File: src/rtl/rc_envelope_vca.sv
// Attack/hold/release envelope generator driving a VCA on a 16-bit signed audio stream.
// All state advances only on the audio sample strobe; reset overrides everything.
module rc_envelope_vca #(
    parameter int ATTACK_SHIFT  = 4,
    parameter int RELEASE_SHIFT = 8,
    parameter int ENV_MAX       = 32767
) (
    input  logic               clk,
    input  logic               I_RST,
    input  logic               audio_clk_en,
    input  logic               gate,
    input  logic signed [15:0] in,
    output logic signed [15:0] out,
    output logic [15:0]        env,
    output logic               busy
);

    localparam logic [1:0] S_IDLE    = 2'd0;
    localparam logic [1:0] S_ATTACK  = 2'd1;
    localparam logic [1:0] S_HOLD    = 2'd2;
    localparam logic [1:0] S_RELEASE = 2'd3;

    localparam logic [15:0] ENV_MAX_W = 16'(ENV_MAX);

    logic [1:0]         state_q, state_d;
    logic [15:0]        env_q, env_d;
    logic signed [15:0] out_q, out_d;
    logic               busy_q, busy_d;

    // Exponential approach to full scale; the +1 guarantees ENV_MAX is reached.
    function automatic logic [15:0] attack_step(input logic [15:0] e);
        logic [16:0] gap;
        logic [16:0] nxt;
        gap = (e >= ENV_MAX_W) ? 17'd0 : {1'b0, ENV_MAX_W - e};
        nxt = {1'b0, e} + (gap >> ATTACK_SHIFT) + 17'd1;
        return (nxt >= {1'b0, ENV_MAX_W}) ? ENV_MAX_W : nxt[15:0];
    endfunction

    function automatic logic [15:0] release_step(input logic [15:0] e);
        logic [15:0] dec;
        dec = (e >> RELEASE_SHIFT) + 16'd1;
        return (e <= dec) ? 16'd0 : e - dec;
    endfunction

    // Signed sample times unsigned gain, floored back to Q15.
    function automatic logic signed [15:0] scale(input logic signed [15:0] x,
                                                 input logic [15:0]        e);
        logic signed [32:0] p;
        p = $signed({{17{x[15]}}, x}) * $signed({17'd0, e});
        return 16'(p >>> 15);
    endfunction

    always_comb begin
        state_d = state_q;
        case (state_q)
            S_IDLE:    if (gate) state_d = S_ATTACK;
            S_ATTACK:  if (!gate) state_d = S_RELEASE;
                       else if (env_q == ENV_MAX_W) state_d = S_HOLD;
            S_HOLD:    if (!gate) state_d = S_RELEASE;
            S_RELEASE: if (gate) state_d = S_ATTACK;
                       else if (env_q == 16'd0) state_d = S_IDLE;
            default:   state_d = S_IDLE;
        endcase

        env_d = env_q;
        case (state_d)
            S_ATTACK:  env_d = attack_step(env_q);
            S_RELEASE: env_d = release_step(env_q);
            default:   env_d = env_q;
        endcase

        // Gain uses the envelope as it was before this sample's update.
        out_d  = scale(in, env_q);
        busy_d = (state_d != S_IDLE);
    end

    always_ff @(posedge clk) begin
        if (I_RST) begin
            state_q <= S_IDLE;
            env_q   <= 16'd0;
            out_q   <= 16'sd0;
            busy_q  <= 1'b0;
        end else if (audio_clk_en) begin
            state_q <= state_d;
            env_q   <= env_d;
            out_q   <= out_d;
            busy_q  <= busy_d;
        end
    end

    assign out  = out_q;
    assign env  = env_q;
    assign busy = busy_q;

endmodule

File: config.mk
export PLATFORM = sky130hd
export DESIGN_NAME = rc_envelope_vca
export DESIGN_NICKNAME = d
export VERILOG_FILES = /design/src/rtl/rc_envelope_vca.sv
export SDC_FILE = /design/constraint.sdc
export NUM_CORES = 1
export LEC_CHECK = 0
export ABC_AREA = 1
export CAP_MARGIN = 20
export CORE_UTILIZATION = 40
export DETAILED_ROUTE_END_ITERATION = 12
export HOLD_SLACK_MARGIN = 0.02
export MAX_ROUTING_LAYER = met4
export PLACE_DENSITY = 0.65
export SETUP_SLACK_MARGIN = 0.05
export SYNTH_ARGS = -nofsm -noshare
export SYNTH_HDL_FRONTEND = slang
export SYNTH_SLANG_ARGS = --single-unit
File: constraint.sdc
create_clock -name clk -period 7.2 [get_ports clk]
set_clock_uncertainty 0.1 [all_clocks]
set_input_delay 1.44 -clock clk [delete_from_list [all_inputs] [get_ports clk]]
set_output_delay 1.44 -clock clk [all_outputs]
set_load 0.01 [all_outputs]
==> qor.txt, run 1 <==
status: finished, final reports clean
CP arrival: 6990 ps
total grt overflow: 0
vias in the first global route: 10937
num rows: 63
Synth Area in Simple Gates: 0.240
number of synthesized register bits: 35
initial antenna violation count: 0
worst-path maximum fanout: 11
die height: 177 um
power share of the sequential group: 0.066
Final Cell Area: 13700 um2
fin crit share: 0.958
XOR/XNOR Fraction of Synth Area: 0.0206
clock power share: 0.045
DRT iter0 DRCs: 786
commonest non-fill, non-tap cell in the layout: nand2_1
Post-Place Cell Area: 13500 um2
top-area cell type share of the netlist area: 0.317
unrepaired setup endpoints after global routing: yes
Period minus WS final: 6900 ps
CP Class: input port to register
Synth area leaders: fa_1, nand2_1, inv_1
H-tree levels: 2
Placeable Area: 30000 um2
Max transition margin: 0.409
CP dominant cell by count: inv_1
Adder-Cell Fraction of Synth Area: 0.451
area leader, netlist: fa_1
largest net degree at the start of global routing: 31
Synth cell types: 43
total wire length: 33600 um
Diodes inserted: 0
Final Wtd Congestion: 1.01
GRT Total Usage: 0.232
Initial Util: 0.411
Clock transition at path regs: 60 ps
syn nets: 2152
Hold WC Path Type: register to register
maximum clock rate: 0.145 GHz
startpoint types: input port
CTS sink count: 35
Comb power frac: 0.889
WP buf/inv: 10
CTS tree: built
Buffers on Ports: 52
most frequent cells in the layout: nand2_1, inv_1, fa_1
final setup fails: 0
root buffer cell: clkbuf_16
Worst Tran Pin Value: 885 ps
P_int: 2.10 mW
Data required, critical path: 7290 ps
VDD IR max: 260 uV
via density per instance: 4.93
mapped cell area: 12300 um2
CP top delay family: adder cells
met3 Use GR: 0.0244
max cap viols: 0
multi-input logic area: 9570 um2
switching share of power: 0.580
power per cell area: 366 nW/um2
fin. max-slew vios: 0
# hold bufs at CTS: 0
Hold WS: 390 ps
GR Util met1: 0.334
fraction of layout cells with a size suffix above 1: 0.0478
fin nets: 2188
register area share after synthesis: 0.0569
clk buf depth: 2
CTS buffer count: 5
Final HPWL DP: 28400 um
YS warnings: 0
crit-path max cell delay: 560 ps
Residual DRC: 0
met2 GRT Util: 0.353
synth-to-layout area growth: 10.8%
Mean Syn Cell Area: 6.82 um2
gr busiest metal: met2
wire per inst: 15.1 um
leakage power total: 8.10 nW
switching power: 2.90 mW
Worst path slowest cell: fa_1
# IOs: 53
drt pass-1 iters: 5
Reg area: 701 um2
fillers: 3049
Antenna Nets Post-Route: 0
endpoints failing hold: 0
Synth Area in Compound Gates: 0.0611
Syn Inst Count: 1805
first-pass GRT wire length: 56100 um
area of the die: 31500 um2
largest family of logic cells by synthesized area: adder cells
mux cell area share after synthesis: 0
die width: 177 um
Worst setup EP type: register
worst skew pair latency: 290 ps
DR vias: 11014
## worst reg2reg max path: stages, from the launching register on
cell      delay, ps
dfxtp_1         900
nand2_1         170
fa_1            510
fa_1            580
fa_1            440
fa_1            500
inv_1            60
fa_1            570
inv_1            70
fa_1            530
inv_1            50
ha_1            310
nand2_1         160
inv_1            70
a21oi_1         180
a21boi_0        250
o21bai_1        110
xor2_1          150
o21ai_0         150
inv_1            50
## flip-flops by register name (all words and copies together) (netlist names)
| register | cells |
|---|---|
| out | 16 |
| env | 16 |
| busy | 1 |
| state_q | 2 |
## Yosys cell counts
cell type / count
a21oi_1: 60
nand2_1: 468
dfxtp_1: 35
nand4_1: 10
o21ai_0: 45
or2_1: 1
nor2_1: 146
buf_1: 11
inv_2: 4
nor2_4: 1
nor3_2: 1
conb_1: 1
o221ai_1: 2
a31oi_1: 4
clkinv_1: 1
a21boi_1: 1
o21ai_1: 2
clkbuf_2: 1
and2_1: 1
clkbuf_1: 45
nand3_1: 74
buf_6: 1
ha_1: 132
o211ai_1: 2
xor2_1: 21
nand2_2: 5
nand3_2: 3
o21bai_1: 3
nand2_4: 1
nor2_2: 3
a21o_1: 11
a21boi_0: 2
o21a_1: 3
and2_4: 1
nor4_1: 1
nor3_1: 14
fa_1: 195
buf_2: 12
xnor2_1: 8
nand3b_1: 1
inv_1: 465
buf_4: 6
o21ai_2: 1
## final cells by class
cell class              count  share of cell area
clock buffers               5             0.00916
well taps                 390              0.0357
clock inverters             3             0.00147
repair buffers            105              0.0724
inverters                 470               0.129
multi-input cells        1224               0.701
flip-flops and latches     35              0.0513
## power groups by stage
stage / clock, mW / sequential (mW) / combinational, mW
floorplan: 0 / 0.293 / 2.94
global placement: 0 / 0.331 / 4.28
detailed placement: 0 / 0.329 / 4.29
CTS: 0.224 / 0.327 / 4.35
global route: 0.232 / 0.334 / 5.08
finish: 0.223 / 0.329 / 4.44
## cell families after synthesis
| family | count (synthesis) |
|---|---|
| xor+xnor | 29 |
| buf+inv | 546 |
| compound gates | 136 |
| fa+ha+maj | 327 |
| flops | 35 |
| other cells | 1 |
| simple gates | 731 |
## through the flow
| stage | worst slack [ps] | setup TNS, ps | util | std cells | power, mW |
|---|---|---|---|---|---|
| 5_1_grt | 39.5 | 0 | 0.456 | 2232 | 5.65 |
| 2_1_floorplan | 540 | 0 | - | 1805 | 3.24 |
| 3_3_place_gp | -52.1 | -62.8 | 0.449 | 2224 | 4.61 |
| 4_1_cts | 218 | 0 | 0.454 | 2232 | 4.90 |
| 3_5_place_dp | -77.8 | -175 | 0.449 | 2224 | 4.62 |
| 6_report | 302 | 0 | 0.456 | 2232 | 4.99 |
## worst paths after layout
check / from / end / slack (ps) / cells past startpoint
setup / recovery: in[4] / out[7]$_SDFFE_PP0P_ / 300 / 27
setup reg to reg: env[8]$_SDFFE_PP0P_ / out[5]$_SDFFE_PP0P_ / 1180 / 19
hold reg to reg: out[3]$_SDFFE_PP0P_ / out[3]$_SDFFE_PP0P_ / 390 / 2
hold / removal: out[3]$_SDFFE_PP0P_ / out[3]$_SDFFE_PP0P_ / 390 / 2
## routing by layer
| metal | up-vias | routed length [um] |
|---|---|---|
| met5 | - | 0 |
| met4 | 0 | 533 |
| met3 | 42 | 2250 |
| met2 | 366 | 14900 |
| met1 | 5248 | 16000 |
| li1 | 5358 | - |
## timing repair
action                                  4_1_cts  5_1_grt
setup buffers                                 0        0
hold endpoints to repair                      0        0
endpoints found under the setup margin        0       12
gates resized for setup                       0       12
Power figures use the tool's default switching activity.
==> run 2: changes to the inputs <==
==> constraint.sdc (replaced) <==
create_clock -name clk -period 7.29 [get_ports clk]
set_clock_uncertainty 0.1 [all_clocks]
set_input_delay 1.458 -clock clk [delete_from_list [all_inputs] [get_ports clk]]
set_output_delay 1.458 -clock clk [all_outputs]
set_load 0.01 [all_outputs]
==> run 2 against run 1 <==
Effect of this change:
- critical path depth decreased by 3
- global-route usage up 0.36 points
- cell count unchanged
- combinational power fell by 3%
- largest power group unchanged
- critical path type unchanged
- worst setup slack gained 48 ps
- via count rose by 0.37%
==> qor.txt, run 2 (synthesized netlist as in run 1, its figures left out) <==
Initial Util: 0.411 (unchanged)
Clock transition at path regs: 70 ps (about the same)
vias in the first global route: 11118 (+1.7%)
leakage power total: 8.15 nW (+0.59%)
Max transition margin: 0.250 (-0.160)
# IOs: 53 (unchanged)
Placeable Area: 30000 um2 (unchanged)
startpoint types: input port
num rows: 63 (unchanged)
fin. max-slew vios: 0 (unchanged)
synth-to-layout area growth: 11.0%
fin crit share: 0.952
total wire length: 33400 um (-0.71%)
DRT iter0 DRCs: 768 (-2.3%)
Diodes inserted: 0 (unchanged)
VDD IR max: 303 uV (+16%)
clk buf depth: 2 (unchanged)
Residual DRC: 0 (unchanged)
Buffers on Ports: 52 (unchanged)
post-layout power: 4.87 mW (-2.5%)
CTS buffer count: 5 (unchanged)
fillers: 3081 (+1.0%)
worst skew pair latency: 290 ps (about the same)
via density per instance: 4.95 (+0.37%)
initial antenna violation count: 0 (unchanged)
Data required, critical path: 7430 ps (+140 ps)
Worst Tran Pin Value: 1120 ps (+239 ps)
drt pass-1 iters: 5 (unchanged)
non-filler cells, final: 2232 (unchanged)
GRT Total Usage: 0.236 (+0.00362)
CTS sink count: 35 (unchanged)
DR vias: 11055 (+0.37%)
Final HPWL DP: 27600 um (-2.9%)
area of the die: 31500 um2 (unchanged)
largest net degree at the start of global routing: 31 (unchanged)
Period minus WS final: 6940 ps
H-tree levels: 2 (unchanged)
Antenna Nets Post-Route: 0 (unchanged)
first-pass GRT wire length: 57300 um (+2.1%)
Final Wtd Congestion: 0.971 (-3.7%)
die width: 177 um (unchanged)
Post-Route Setup TNS: 0 ps (unchanged)
power per cell area: 356 nW/um2 (-2.6%)
endpoints failing hold: 0 (unchanged)
maximum clock rate: 0.144 GHz
max cap viols: 0 (unchanged)
unrepaired setup endpoints after global routing: yes
wire per inst: 15.0 um (-0.71%)
CP arrival: 7080 ps (+90 ps)
# hold bufs at CTS: 0 (unchanged)
commonest non-fill, non-tap cell in the layout: nand2_1
fraction of layout cells with a size suffix above 1: 0.0467 (-0.00109)
total grt overflow: 0 (unchanged)
CTS tree: built
Hold WC Path Type: register to register
most frequent cells in the layout: nand2_1, inv_1, fa_1
CP Class: input port to register
worst-path maximum fanout: 16 (+5)
Worst setup EP type: register
status: finished, final reports clean
final setup fails: 0 (unchanged)
root buffer cell: clkbuf_16
Placed Cells: 2224 (unchanged)
die height: 177 um (unchanged)
fin nets: 2188 (unchanged)
## run 2: changes by cell type in the layout (fill, tap and decap cells not counted), sizes merged
cell,change
clkdlybuf4s50,-2
dlymetal6s2s,+2
bufinv,+1
clkinvlp,-2
clkbuf,+1
## run 2: through the flow
| stage | area [um2] | util | setup WS, ps | hold slack (ps) |
|---|---|---|---|---|
| 3_3_place_gp | 13500 | 0.450 | -19.4 | 370 |
| 4_1_cts | 13600 | 0.455 | 264 | 396 |
| 5_1_grt | 13700 | 0.456 | 45.9 | 432 |
| 2_1_floorplan | 12300 | - | 612 | 372 |
| 6_report | 13700 | 0.456 | 349 | 391 |
| 3_5_place_dp | 13500 | 0.450 | -5.08 | 374 |
## run 2: repair_timing
action	CTS	global route
setup buffers	0	0
resized for setup	0	12
setup endpoints to repair	0	15
## run 2: layout make-up
class | instances | area (um2) | share of cell area
repair buffers | 105 | 1010 | 0.0736
flip-flops and latches | 35 | 701 | 0.0513
inverters | 470 | 1760 | 0.129
clock buffers | 6 | 139 | 0.0102
clock inverters | 2 | 35.0 | 0.00256
multi-input cells | 1224 | 9540 | 0.698
well taps | 390 | 488 | 0.0357
## run 2: where the power goes
part	internal [mW]	switching (mW)	leakage (nW)	total, mW
clock network	0.170	0.0927	0.0868	0.263
registers	0.238	0.0761	0.289	0.314
logic	1.63	2.66	7.77	4.29
## run 2: worst max-delay path, cell delays in order
cell	delay, ps
clkdlybuf4s50_1	450
buf_12	170
nand2_1	70
inv_1	70
fa_1	540
inv_1	50
fa_1	460
fa_1	510
inv_1	60
fa_1	520
fa_1	570
inv_1	60
fa_1	540
inv_1	50
ha_1	320
nand2_1	120
nor2_2	160
inv_1	60
nor3_1	190
nand3_1	110
nand3_1	130
xor2_1	230
o21ai_0	110
inv_1	60
## run 2: path summary, 6_finish.rpt
| kind | cells after the start | from | slack, ps | end |
|---|---|---|---|---|
| setup reg to reg | 24 | env[6]$_SDFFE_PP0P_ | 1200 | out[7]$_SDFFE_PP0P_ |
| hold / removal | 2 | out[3]$_SDFFE_PP0P_ | 390 | out[3]$_SDFFE_PP0P_ |
| setup / recovery | 24 | in[4] | 350 | out[9]$_SDFFE_PP0P_ |
| hold reg to reg | 2 | out[3]$_SDFFE_PP0P_ | 390 | out[3]$_SDFFE_PP0P_ |
## run 2: layer usage
| metal | track usage | vias to the layer above | part of all wire |
|---|---|---|---|
| met5 | - | - | 0 |
| met4 | 0.0545 | 0 | 0.019 |
| met3 | 0.0315 | 52 | 0.074 |
| met2 | 0.353 | 386 | 0.43 |
| met1 | 0.336 | 5262 | 0.47 |
| li1 | - | 5355 | - |
==> run 3: changes to the inputs <==
--- a/config.mk
+++ b/config.mk
@@ -16,3 +16,4 @@
 export SYNTH_ARGS = -nofsm -noshare
 export SYNTH_HDL_FRONTEND = slang
 export SYNTH_SLANG_ARGS = --single-unit
+export TNS_END_PERCENT = 10
==> run 3 against run 2 <==
Effect of this change:
- sequential cell count did not move
- cell count did not move
- critical path depth fell by 4
- non-clock buffer count did not move
- via count rose by 0.12%
- sequential power barely moved
- count of clock-buffer cells in the layout did not move
- first-iteration DRC count fell by 4.7%
- register-to-register slack barely moved
- cell area barely moved
==> qor.txt, run 3 (synthesized netlist as in run 1, its figures left out) <==
clock power share: 0.054 (about the same)
Final Wtd Congestion: 0.971 (unchanged)
utilization after layout: 0.456 (about the same)
fin crit share: 0.957 (+0.00462)
area of the die: 31500 um2 (unchanged)
clk buf depth: 2 (unchanged)
Buffers on Ports: 52 (unchanged)
non-filler cells, final: 2232 (unchanged)
Placed Cells: 2224 (unchanged)
crit-path cells: clkdlybuf4s50_1 > nand2_1 > fa_1 > fa_1 > fa_1 > inv_1 > fa_1 > fa_1 > inv_1 > fa_1 > inv_1 > ha_1 > a21o_1 > a31oi_1 > o21ai_0 > a21oi_1 > xor2_1 > nand2_1 > o211ai_1 > inv_1
Worst setup EP type: register
switching power: 2.81 mW (-0.61%)
H-tree levels: 2 (unchanged)
Data required, critical path: 7380 ps (-50 ps)
most frequent cells in the layout: nand2_1, inv_1, fa_1
CTS sink count: 35 (unchanged)
status: finished, final reports clean
worst-path maximum fanout: 7 (-9)
HP Start: out[3]$_SDFFE_PP0P_
Residual DRC: 0 (unchanged)
Max transition margin: 0.256 (+0.00673)
Placeable Area: 30000 um2 (unchanged)
vias in the first global route: 11118 (unchanged)
Post-Route Setup TNS: 0 ps (unchanged)
CP dominant cell by count: fa_1
crit-path max cell delay: 640 ps (+70 ps)
die width: 177 um (unchanged)
startpoint types: input port
root buffer cell: clkbuf_16
worst r2r src: env[3]$_SDFFE_PP0P_
post-CTS setup buffers: 0 (unchanged)
Worst Hold Depth: 2 (unchanged)
num rows: 63 (unchanged)
r2r endpoint: out[1]$_SDFFE_PP0P_
Worst Tran Pin Value: 1110 ps (-10.1 ps)
FF-to-FF setup slack: 1200 ps (about the same)
unrepaired setup endpoints after global routing: yes
leakage power total: 8.13 nW (-0.23%)
Post-Place Cell Area: 13500 um2 (unchanged)
Comb power frac: 0.881 (about the same)
wire per inst: 15.0 um (about the same)
via density per instance: 4.96 (+0.12%)
max cap viols: 0 (unchanged)
# IOs: 53 (unchanged)
die height: 177 um (unchanged)
CP Class: input port to register
worst skew pair latency: 290 ps (about the same)
power share of the sequential group: 0.065 (about the same)
hold endpoint: out[3]$_SDFFE_PP0P_
drt pass-1 iters: 6 (+1)
synth-to-layout area growth: 10.9% (about the same)
Period minus WS final: 6970 ps (+33.7 ps)
P_int: 2.04 mW (about the same)
total grt overflow: 0 (unchanged)
CP arrival: 7060 ps (-20 ps)
Final Cell Area: 13700 um2 (about the same)
Hold WC Path Type: register to register
GRT Total Usage: 0.236 (unchanged)
final setup fails: 0 (unchanged)
Clock transition at path regs: 70 ps (about the same)
fin. max-slew vios: 0 (unchanged)
VDD IR max: 290 uV (-4.4%)
commonest non-fill, non-tap cell in the layout: nand2_1
first-pass GRT wire length: 57300 um (unchanged)
CTS buffer count: 5 (unchanged)
initial antenna violation count: 0 (unchanged)
maximum clock rate: 0.143 GHz (-0.48%)
total wire length: 33400 um (about the same)
fraction of layout cells with a size suffix above 1: 0.0456 (-0.00109)
Final HPWL DP: 27600 um (unchanged)
endpoints failing hold: 0 (unchanged)
Worst Reg-to-Reg Cells: 19 (-21%)
largest net degree at the start of global routing: 31 (unchanged)
Antenna Nets Post-Route: 0 (unchanged)
Worst path slowest cell: clkdlybuf4s50_1
switching share of power: 0.580 (-0.00129)
DR vias: 11068 (+0.12%)
fin nets: 2188 (unchanged)
Initial Util: 0.411 (unchanged)
Diodes inserted: 0 (unchanged)
CTS tree: built
power per cell area: 355 nW/um2 (-0.30%)
DRT iter0 DRCs: 732 (-4.7%)
==> run 3: power by group through the flow <==
stage | clock network [mW] | registers [mW] | logic (mW)
global route | 0.273 | 0.319 | 4.90
floorplan | 0 | 0.289 | 2.91
finish | 0.263 | 0.314 | 4.27
detailed placement | 0 | 0.315 | 4.19
CTS | 0.266 | 0.312 | 4.25
global placement | 0 | 0.317 | 4.19
==> run 3: cell type report <==
| type | count | area (um2) |
|---|---|---|
| clock inverters | 2 | 35.0 |
| clock buffers | 6 | 139 |
| fillers | 3080 | 16300 |
| flip-flops and latches | 35 | 701 |
| multi-input cells | 1224 | 9530 |
| repair buffers | 105 | 1000 |
| well taps | 390 | 488 |
| inverters | 470 | 1760 |
==> run 3: what timing repair did <==
action	4_1_cts	5_1_grt
setup endpoints to repair	0	15
hold buffers	0	0
resized for setup	0	8
==> run 3: worst max path at each step <==
stage	start	slack (ps)	depth (start not counted)	endpoint
after floorplan	in[2]	610	25	out[7]$_SDFFE_PP0P_
after global placement	in[2]	-20	23	out[13]$_SDFFE_PP0P_
after detailed placement	in[2]	-5	21	out[5]$_SDFFE_PP0P_
after CTS	in[7]	260	23	out[1]$_SDFFE_PP0P_
after global routing	in[4]	20	27	out[10]$_SDFFE_PP0P_
final	in[1]	320	20	out[1]$_SDFFE_PP0P_
==> run 3: routing by layer <==
| metal | share of wire | GRT usage | vias to the layer above |
|---|---|---|---|
| li1 | - | - | 5357 |
| met1 | 0.47 | 0.336 | 5256 |
| met2 | 0.43 | 0.353 | 398 |
| met3 | 0.076 | 0.0315 | 57 |
| met4 | 0.020 | 0.0545 | 0 |
| met5 | 0 | - | - |
==> run 3: critical path: cells and delay by family <==
kind            cells  cell delay, ps
fa+ha+maj           7            3470
compound gates      5             880
buf+inv             5             850
simple gates        2             240
xor+xnor            1             160
==> run 3: stage by stage <==
stage | total power, mW | hold WS (ps) | worst slack, ps
finish | 4.85 | 393 | 315
global route | 5.49 | 432 | 15.9
CTS | 4.83 | 396 | 264
detailed placement | 4.50 | 374 | -5.08
global placement | 4.51 | 370 | -19.4
floorplan | 3.20 | 372 | 612
==> RTL edit (config.mk and constraints of run 2) <==
Register the output `env` once more, cleared by the reset; this adds one clock of latency there. The other outputs are not delayed to match.
--- a/src/rtl/rc_envelope_vca.sv
+++ b/src/rtl/rc_envelope_vca.sv
@@ -89,7 +89,13 @@
     end
 
     assign out  = out_q;
-    assign env  = env_q;
+    always_ff @(posedge clk) begin
+        if (I_RST) begin
+            env <= '0;
+        end else begin
+            env <= env_q;
+        end
+    end
     assign busy = busy_q;
 
 endmodule
Behaviour: not the same (Yosys sat finds a counterexample within 4 cycles, from zero or initial values and one cycle with I_RST high).
==> RTL edit against run 2 <==
- total power is 25% higher
- setup slack worse by 0.0076 ns
- routed wire length is 5.3% higher
- non-clock buffer count is 27 higher
- first-iteration DRC count is 6.4% higher
- count of clock-buffer cells in the layout is 1 higher
- clock power is 4% lower
- area after synthesis is 3.3% higher
- fmax is 0.11% lower
- worst hold slack better by 0.018 ns
- final area is 4.3% higher
- sequential share of layout area is 2.0 points higher
- sequential cell count is 16 higher
- die area is 3.3% higher
- highest routed layer unchanged
==> RTL edit: results (changes against run 2) <==
- Worst IR drop on VDD: 0.359 mV (+18%)
- R2R depth: 23 (-4.2%)
- Clock Latency Late Sink: 0.31 ns (+0.02 ns)
- Port Buffers: 52 (unchanged)
- Vias in the first global route: 11800 (+6.1%)
- Reg-to-reg slack, setup: 1.14 ns (-0.06 ns)
- Drt total wl: 35200 µm (+5.3%)
- GRT Resource Usage Total: 23.5% (-0.11 points)
- Root Buffer: clkbuf_16
- Share of cells above drive strength 1: 6.55% (+1.9 points)
- Dominant cells by area after synthesis: fa_1 31%, nand2_1 14%, inv_1 14%
- Status: completed
- CTS Buf Count: 5 (unchanged)
- Post-synth top flop: dfxtp_1
- Initial antenna violation count: 1 (+1)
- Via count: 11339 (+2.6%)
- DP HPWL: 29800 µm (+8.1%)
- Slew HR: 33.6% (+8.6 points)
- FF+latch area: 0.00102 mm² (+46%)
- Min-Delay Path Class: register to register
- Pin count of the biggest net entering global routing: 38 (+23%)
- Data arrival, critical path: 7.06 ns (-0.02 ns)
- Final hold slack: 0.410 ns (+0.0182 ns)
- Final net count: 2239 (+2.3%)
- # fillers: 3156 (+2.4%)
- GP Congestion: 0.950 (-2.2%)
- CP max FO: 7 (-9)
- Initial drt markers: 817 (+6.4%)
- First-pass GRT wire length: 59700 µm (+4.3%)
- CTS clk-pin slew, worst paths: 0.07 ns (about the same)
- Htree depth: 2 (unchanged)
- Area after DPL: 0.0141 mm² (+4.5%)
- Asr flop ratio synth: 0% (unchanged)
- Seq/Total Area, Yosys: 8.02% (+2.3 points)
- Synth cell types: 46 (+7.0%)
- Top Family by Delay on Critical Path: adder cells
- Mean Syn Cell Area: 6.96 µm² (+2.0%)
- Leakage Power: 8.35 nW (+2.6%)
- Post-synth top cells: 477 x nand2_1, 465 x inv_1, 195 x fa_1, 133 x nor2_1, 132 x ha_1
- Drt first pass iters: 5 (unchanged)
- Fin cells: 2290 (+2.6%)
[RTL edit: changes by cell type after synthesis, sizes merged, moves of 3 or more]
| cell | before | now |
|---|---|---|
| a21o | 11 | 5 |
| nand2 | 474 | 485 |
| a21oi | 60 | 72 |
| nand4 | 10 | 16 |
| nor2 | 150 | 138 |
| o21a | 3 | 7 |
| o21ai | 48 | 54 |
| clkbuf | 46 | 51 |
| xor2 | 21 | 15 |
| dfxtp | 35 | 51 |
| nand3 | 77 | 65 |
| o21bai | 3 | 6 |
| buf | 30 | 24 |
[RTL edit: area by class of cell]
class                           count  area share (%)
Multi-Input combinational cell   1231            67.5
Inverter                          471            12.5
Timing Repair Buffer              132            8.34
Sequential cell                    51            7.16
Tap cell                          396            3.47
Clock buffer                        7            1.00
Clock inverter                      1          0.0614
Antenna cell                        1          0.0175
[RTL edit: metrics by stage]
| stage | power (mW) | worst slack (ns) | TNS (ns) |
|---|---|---|---|
| 2_1_floorplan | 3.85 | 0.543 | 0 |
| 3_3_place_gp | 5.71 | -0.135 | -0.490 |
| 3_5_place_dp | 5.71 | -0.0807 | -0.324 |
| 4_1_cts | 6.03 | 0.205 | 0 |
| 5_1_grt | 6.88 | 0.0189 | 0 |
| 6_report | 6.07 | 0.342 | 0 |
[RTL edit: cells by family (layout without fill, tap and decap cells)]
group | count (synthesis) | in the layout | synth area share (%)
AO/OA/AOI/OAI | 154 | 154 | 6.88
flip-flops | 51 | 51 | 8.02
other | 1 | 2 | 0.0295
adder cells (fa/ha/maj) | 327 | 327 | 43.7
buffers and inverters | 546 | 611 | 16.5
AND/OR/NAND/NOR | 724 | 724 | 23.2
XOR/XNOR | 25 | 25 | 1.72
[RTL edit: power by group]
part           internal, mW  switching, mW
Sequential            0.336         0.0876
Clock                 0.138          0.114
Combinational          2.15           3.24
[RTL edit: path summary, 6_finish.rpt]
path	from	to
setup reg to reg	env_q[7]	out[12]
setup / recovery	in[1]	out[7]
hold / removal	out[1]	out[1]
hold reg to reg	out[1]	out[1]
[RTL edit: per-layer routing]
metal,part of all wire [%],track usage [%],vias to the layer above
met3,5.6,2.49,43
met2,46,37.9,322
met1,46,31.6,5455
met4,2.1,5.54,0
li1,-,-,5519
met5,0,-,-
[RTL edit: worst register-to-register path: stages, from the launching register on]
cell      delay, ns
dfxtp_1        0.87
nand2_1        0.21
fa_1           0.58
inv_1          0.05
fa_1           0.50
inv_1          0.06
fa_1           0.53
inv_1          0.05
fa_1           0.47
fa_1           0.53
inv_1          0.06
fa_1           0.47
inv_1          0.04
ha_1           0.31
a21oi_1        0.22
o21ai_0        0.16
a21oi_1        0.24
nor2_1         0.07
a211oi_1       0.23
nand2_1        0.09
nand2_1        0.06
nand3_1        0.06
nand2_1        0.07
inv_1          0.04
